### config.mk
export PLATFORM = sky130hd
export DESIGN_NAME = decoder_grant_arbiter_flat
export DESIGN_NICKNAME = d
export VERILOG_FILES = /design/src/rtl/decoder_grant_arbiter_pkg.sv /design/src/rtl/decoder_grant_arbiter_if.sv /design/src/rtl/decoder_grant_arbiter_dec.sv /design/src/rtl/decoder_grant_arbiter.sv /design/src/flat_wrapper.sv
export SDC_FILE = /design/constraint.sdc
export NUM_CORES = 1
export LEC_CHECK = 0
export ABC_AREA = 0
export CAP_MARGIN = 0
export CORE_ASPECT_RATIO = 1.5
export CORE_MARGIN = 2
export CORE_UTILIZATION = 57
export DETAILED_ROUTE_END_ITERATION = 12
export PLACE_DENSITY = 0.86
export SYNTH_ARGS = -nofsm -noshare
export SYNTH_HDL_FRONTEND = slang
export SYNTH_SLANG_ARGS = --single-unit
### constraint.sdc
create_clock -name clk -period 5.6 [get_ports clk]
set_input_delay 1.12 -clock clk [delete_from_list [all_inputs] [get_ports clk]]
set_output_delay 1.12 -clock clk [all_outputs]
set_load 0.02 [all_outputs]
### src/rtl/decoder_grant_arbiter_pkg.sv
// Shared constants for the decoded-select round-robin arbiter.
// The optional preemption limit (ARB_TIMEOUT_EN) uses MAX_HOLD/HOLD_W.
package arb_pkg;

    localparam int N_REQ = 8;
    localparam int IDX_W = 3;

    localparam int MAX_HOLD = 15;
    localparam int HOLD_W   = 4;

    localparam logic IDLE  = 1'b0;
    localparam logic GRANT = 1'b1;

endpackage

### src/rtl/decoder_grant_arbiter_if.sv
// Request/grant bundle between the request sources and the arbiter.
// master = requester side, slave = arbiter side.
interface decoder_grant_arbiter_if;
    import arb_pkg::*;

    logic [N_REQ-1:0] req;
    logic             done;
    logic [N_REQ-1:0] gnt;
    logic [IDX_W-1:0] gnt_idx;
    logic             gnt_valid;
    logic             timeout;

    modport master (
        output req,
        output done,
        input  gnt,
        input  gnt_idx,
        input  gnt_valid,
        input  timeout
    );

    modport slave (
        input  req,
        input  done,
        output gnt,
        output gnt_idx,
        output gnt_valid,
        output timeout
    );

endinterface

### src/rtl/decoder_grant_arbiter_dec.sv
// Shared 3-to-8 select decoder with active-high enable.
// All outputs are low while en is low.
module decoder_3x8 (
    input  logic [2:0] d,
    input  logic       en,
    output logic [7:0] y
);

    always_comb begin
        y = 8'h00;
        if (en) begin
            y[d] = 1'b1;
        end
    end

endmodule

### src/rtl/decoder_grant_arbiter.sv
// Round-robin owner arbiter feeding a shared 3-to-8 select decoder.
// Define ARB_TIMEOUT_EN to preempt owners holding longer than MAX_HOLD.
import arb_pkg::*;

module decoder_grant_arbiter (
    input  logic                         clk,
    input  logic                         rst,
    decoder_grant_arbiter_if.slave       bus
);

    logic             state_q;
    logic             state_d;
    logic [IDX_W-1:0] idx_q;
    logic [IDX_W-1:0] ptr_q;
    logic             rel;
    logic             drop;
    logic             take;
    logic             valid;
    logic [N_REQ-1:0] gnt;

    // First set request after p, wrapping mod 8; p itself is checked last.
    function automatic logic [IDX_W-1:0] rr_pick(
        input logic [IDX_W-1:0] p,
        input logic [N_REQ-1:0] r
    );
        logic [IDX_W-1:0] idx;
        logic [IDX_W-1:0] win;
        logic             hit;
        win = p;
        hit = 1'b0;
        for (int i = 1; i <= N_REQ; i++) begin
            idx = p + IDX_W'(i);
            if (!hit && r[idx]) begin
                win = idx;
                hit = 1'b1;
            end
        end
        return win;
    endfunction

`ifdef ARB_TIMEOUT_EN
    logic [HOLD_W-1:0] hold_q;
    logic              pre;
    logic              timeout_q;

    always_comb begin
        pre = 1'b0;
        if (state_q == GRANT && !rel) begin
            pre = (hold_q == HOLD_W'(MAX_HOLD));
        end
    end

    always_ff @(posedge clk or posedge rst) begin
        if (rst) begin
            hold_q    <= '0;
            timeout_q <= 1'b0;
        end else begin
            timeout_q <= pre;
            if (take) begin
                hold_q <= '0;
            end else if (state_q == GRANT && !drop &&
                         hold_q != HOLD_W'(MAX_HOLD)) begin
                hold_q <= hold_q + 1'b1;
            end
        end
    end

    assign drop        = rel | pre;
    assign bus.timeout = timeout_q;
`else
    assign drop        = rel;
    assign bus.timeout = 1'b0;
`endif

    always_comb begin
        rel = 1'b0;
        if (state_q == GRANT) begin
            rel = bus.done | ~bus.req[idx_q];
        end
    end

    assign take = (state_q == IDLE) && (|bus.req);

    always_ff @(posedge clk or posedge rst) begin
        if (rst) begin
            state_q <= IDLE;
            idx_q   <= '0;
            ptr_q   <= IDX_W'(N_REQ - 1);
        end else begin
            state_q <= state_d;
            if (take) begin
                idx_q <= rr_pick(ptr_q, bus.req);
            end
            if (drop) begin
                ptr_q <= idx_q;
            end
        end
    end

    always_comb begin
        state_d = state_q;
        unique case (state_q)
            IDLE: begin
                if (take) begin
                    state_d = GRANT;
                end
            end
            GRANT: begin
                if (drop) begin
                    state_d = IDLE;
                end
            end
            default: state_d = IDLE;
        endcase
    end

    always_comb begin
        valid         = (state_q == GRANT);
        bus.gnt_valid = valid;
        bus.gnt_idx   = idx_q;
        bus.gnt       = gnt;
    end

    decoder_3x8 u_dec (
        .d  (idx_q),
        .en (valid),
        .y  (gnt)
    );

endmodule

### src/flat_wrapper.sv
// flat-port wrapper written by rule: the top's interface ports become plain ports
module decoder_grant_arbiter_flat 
  (clk, rst, bus_req, bus_done, bus_gnt, bus_gnt_idx, bus_gnt_valid, bus_timeout);
  decoder_grant_arbiter_if bus_i ();
  input  logic clk;
  input  logic rst;
  input wire logic [$bits(bus_i.req)-1:0] bus_req;
  input wire logic [$bits(bus_i.done)-1:0] bus_done;
  output wire logic [$bits(bus_i.gnt)-1:0] bus_gnt;
  output wire logic [$bits(bus_i.gnt_idx)-1:0] bus_gnt_idx;
  output wire logic [$bits(bus_i.gnt_valid)-1:0] bus_gnt_valid;
  output wire logic [$bits(bus_i.timeout)-1:0] bus_timeout;
  assign bus_i.req = bus_req;
  assign bus_i.done = bus_done;
  assign bus_gnt = bus_i.gnt;
  assign bus_gnt_idx = bus_i.gnt_idx;
  assign bus_gnt_valid = bus_i.gnt_valid;
  assign bus_timeout = bus_i.timeout;
  decoder_grant_arbiter u_core (.clk(clk), .rst(rst), .bus(bus_i));
endmodule
==> results.json <==
{
  "netlist_instances": 140,
  "drt_iter0_drc": 56,
  "io_pins": 24,
  "slowest_delay_ns": 0.82,
  "dp_hpwl_um": 2570,
  "syn_nets": 153,
  "dp.cells": 174,
  "crit_path_start_kind": "register",
  "clock_latency_ns": 0.27,
  "critPathBufInv": 1,
  "criticalPathCategory": "reg -> reg",
  "slew_headroom_pct": 56.82,
  "synth_sequential_area_ratio_pct": 13.52,
  "vias": 1244,
  "cp_slowest_cell": "dfstp_2",
  "fp.dieH_um": 63.02,
  "end_kind": "register",
  "clk_pin_slew_ns": 0.06,
  "cts_buffers": 3,
  "crit_fanout": 21,
  "cts_tree": "yes",
  "ff_latch_area_um2": 178.9,
  "synth_edf_count": 0,
  "synth-async-reset-ratio_pct": 100.0,
  "grt_overflow": 0,
  "area_growth_pct": 16.16,
  "netlist_area_um2": 1324,
  "placed_area_um2": 1511,
  "rsz0062_at_grt": "no",
  "synth-seq-cells": 7,
  "grt_max_degree": 22,
  "fillers": 171,
  "place_congestion": 0.8769,
  "grt_antenna_before_repair": 0,
  "min_period_ns": 3.514,
  "cts_setup_buffers": 0,
  "die_x_um": 43.35,
  "cts_buffer_depth": 2,
  "setup_viol": 0,
  "die-area_um2": 2732,
  "period_share_pct": 62.75,
  "via_per_inst": 6.989,
  "drt-total-wl_um": 3362,
  "cap_violations": 0,
  "first_pass_iters": 4,
  "worst_slew_pin_slew_ns": 0.6477,
  "cts_hold_buf": 0,
  "cp.arrival_ns": 3.67,
  "grtUsageTotal_pct": 26.50,
  "io_buffer_count": 22,
  "start_util_pct": 59.98,
  "grt_pass1_wl_um": 5630,
  "synthDistinctLibCells": 48,
  "post_drt_wl_per_cell_um": 18.89,
  "status": "finished clean",
  "core_um2": 2207,
  "worst_ep_required_time_ns": 5.75,
  "hold_path.class": "reg -> reg",
  "antenna_left": 0,
  "fin_tns_setup_ns": 0,
  "grt_pass1_vias": 1226,
  "htreeDepth": 1,
  "cts-resized-gates": 0,
  "fmaxAchievable_mhz": 284.6,
  "fin_area_um2": 1538,
  "stdcell_count": 178,
  "nets": 169,
  "slew_viol_final": 0,
  "route.detailed.drc": 0,
  "avgSynthCellArea_um2": 9.456,
  "synth_warnings": 0,
  "root_buffer": "clkbuf_4",
  "rows": 21,
  "synthFlopType": "dfrtp_1",
  "finClkSkew_ns": 0.01541,
  "antennaDiodeCount": 0,
  "multiInputGateArea_um2": 1057,
  "layout-drive-gt1-share_pct": 21.94,
  "critPathTopFamily": "flip-flops",
  "cts_sinks": 7,
  "path_cells": "inv_1 > ha_1 > mux4_2 > a211oi_2 > a32o_2 > nand2_2 > o211a_1 > xnor2_1 > mux2_2",
  "finalHoldViolations": 0
}
[cell usage in the layout, fill, tap and decap left out, types with 5 or more instances in the layout]
cell             instances
clkdlybuf4s50_1         22
mux4_2                  13
nand2_1                 10
nor2_1                  10
inv_1                    7
mux2_2                   7
nand2b_1                 7
mux2i_1                  6
a21oi_1                  5
[cells in the mapped netlist, types with 2 or more instances]
master / n / area [um2]
o22ai_1: 4 / 25.02
inv_1: 7 / 26.28
ha_1: 2 / 25.02
nand3b_1: 3 / 22.52
nand3_1: 3 / 15.01
nand4_1: 2 / 12.51
dfstp_2: 3 / 78.83
dfrtp_1: 4 / 100.1
buf_2: 4 / 20.02
o21ai_0: 4 / 20.02
a31oi_1: 2 / 12.51
nand2_1: 10 / 37.54
mux2_2: 7 / 78.83
nor3_1: 4 / 20.02
xnor2_1: 2 / 17.52
nor2_1: 10 / 37.54
buf_4: 2 / 15.01
nand2b_1: 7 / 43.79
nor3b_1: 4 / 30.03
nor4_1: 2 / 12.51
mux4_2: 13 / 292.8
mux2i_1: 6 / 60.06
a21oi_1: 5 / 25.02
clkbuf_1: 4 / 15.01
o211a_1: 3 / 30.03
[per-stage QoR]
stage,worst slack (ns),util (%),hold slack (ns)
CTS,2.123,69.67,0.6266
floorplan,2.566,-,0.6792
detailed placement,1.941,68.48,0.6116
global route,1.939,69.67,0.6578
finish,2.086,69.67,0.6172
global placement,2.000,68.48,0.5801
[path summary, 6_finish.rpt]
kind,start,endpoint,slack [ns],depth (start not counted)
min in group asynchronous,rst,u_core.bus.gnt_idx[0]$_DFFE_PP0P_,1.07,2
max in group asynchronous,rst,u_core.ptr_q[2]$_DFFE_PP1P_,4.24,2
hold / removal,u_core.bus.gnt_valid$_DFF_PP0_,u_core.bus.gnt_valid$_DFF_PP0_,0.62,1
setup / recovery,u_core.ptr_q[0]$_DFFE_PP1P_,u_core.bus.gnt_idx[0]$_DFFE_PP0P_,2.09,9
setup reg to reg,u_core.ptr_q[0]$_DFFE_PP1P_,u_core.bus.gnt_idx[0]$_DFFE_PP0P_,2.09,9
hold reg to reg,u_core.bus.gnt_valid$_DFF_PP0_,u_core.bus.gnt_valid$_DFF_PP0_,0.62,1
[state kept, by name (all words and copies together), names as in the netlist]
register and cells:
u_core.bus.gnt_idx 3, u_core.ptr_q 3, u_core.bus.gnt_valid 1
[layout make-up]
class | count | area share (%)
flip-flops and latches | 7 | 11.64
repair buffers | 22 | 14.32
inverters | 7 | 1.709
clock buffers | 4 | 1.709
well taps | 23 | 1.871
multi-input cells | 115 | 68.76
[metal layers]
metal | up-vias | global-route usage [%] | share of wire (%)
met5 | - | 0 | 0
met4 | 0 | 9.470 | 3.5
met3 | 10 | 4.624 | 4.9
met2 | 62 | 46.83 | 53
met1 | 603 | 30.91 | 39
li1 | 569 | - | -
[kinds of logic after synthesis]
kind of cell               after synthesis  synth area share [%]
AOI/OAI and AO/OA                       30                 16.16
xor gates and xnor gates                 4                 4.632
adders and majority gates                2                 1.890
buffers and inverters                   18                 6.616
DFF                                      7                 13.52
muxes                                   28                 36.30
other                                    1                0.2833
and+or+nand+nor                         50                 20.61
Power is left out: the tool's default activity adds up to more than one toggle a clock period on the data nets, which glitch-free logic cannot reach.
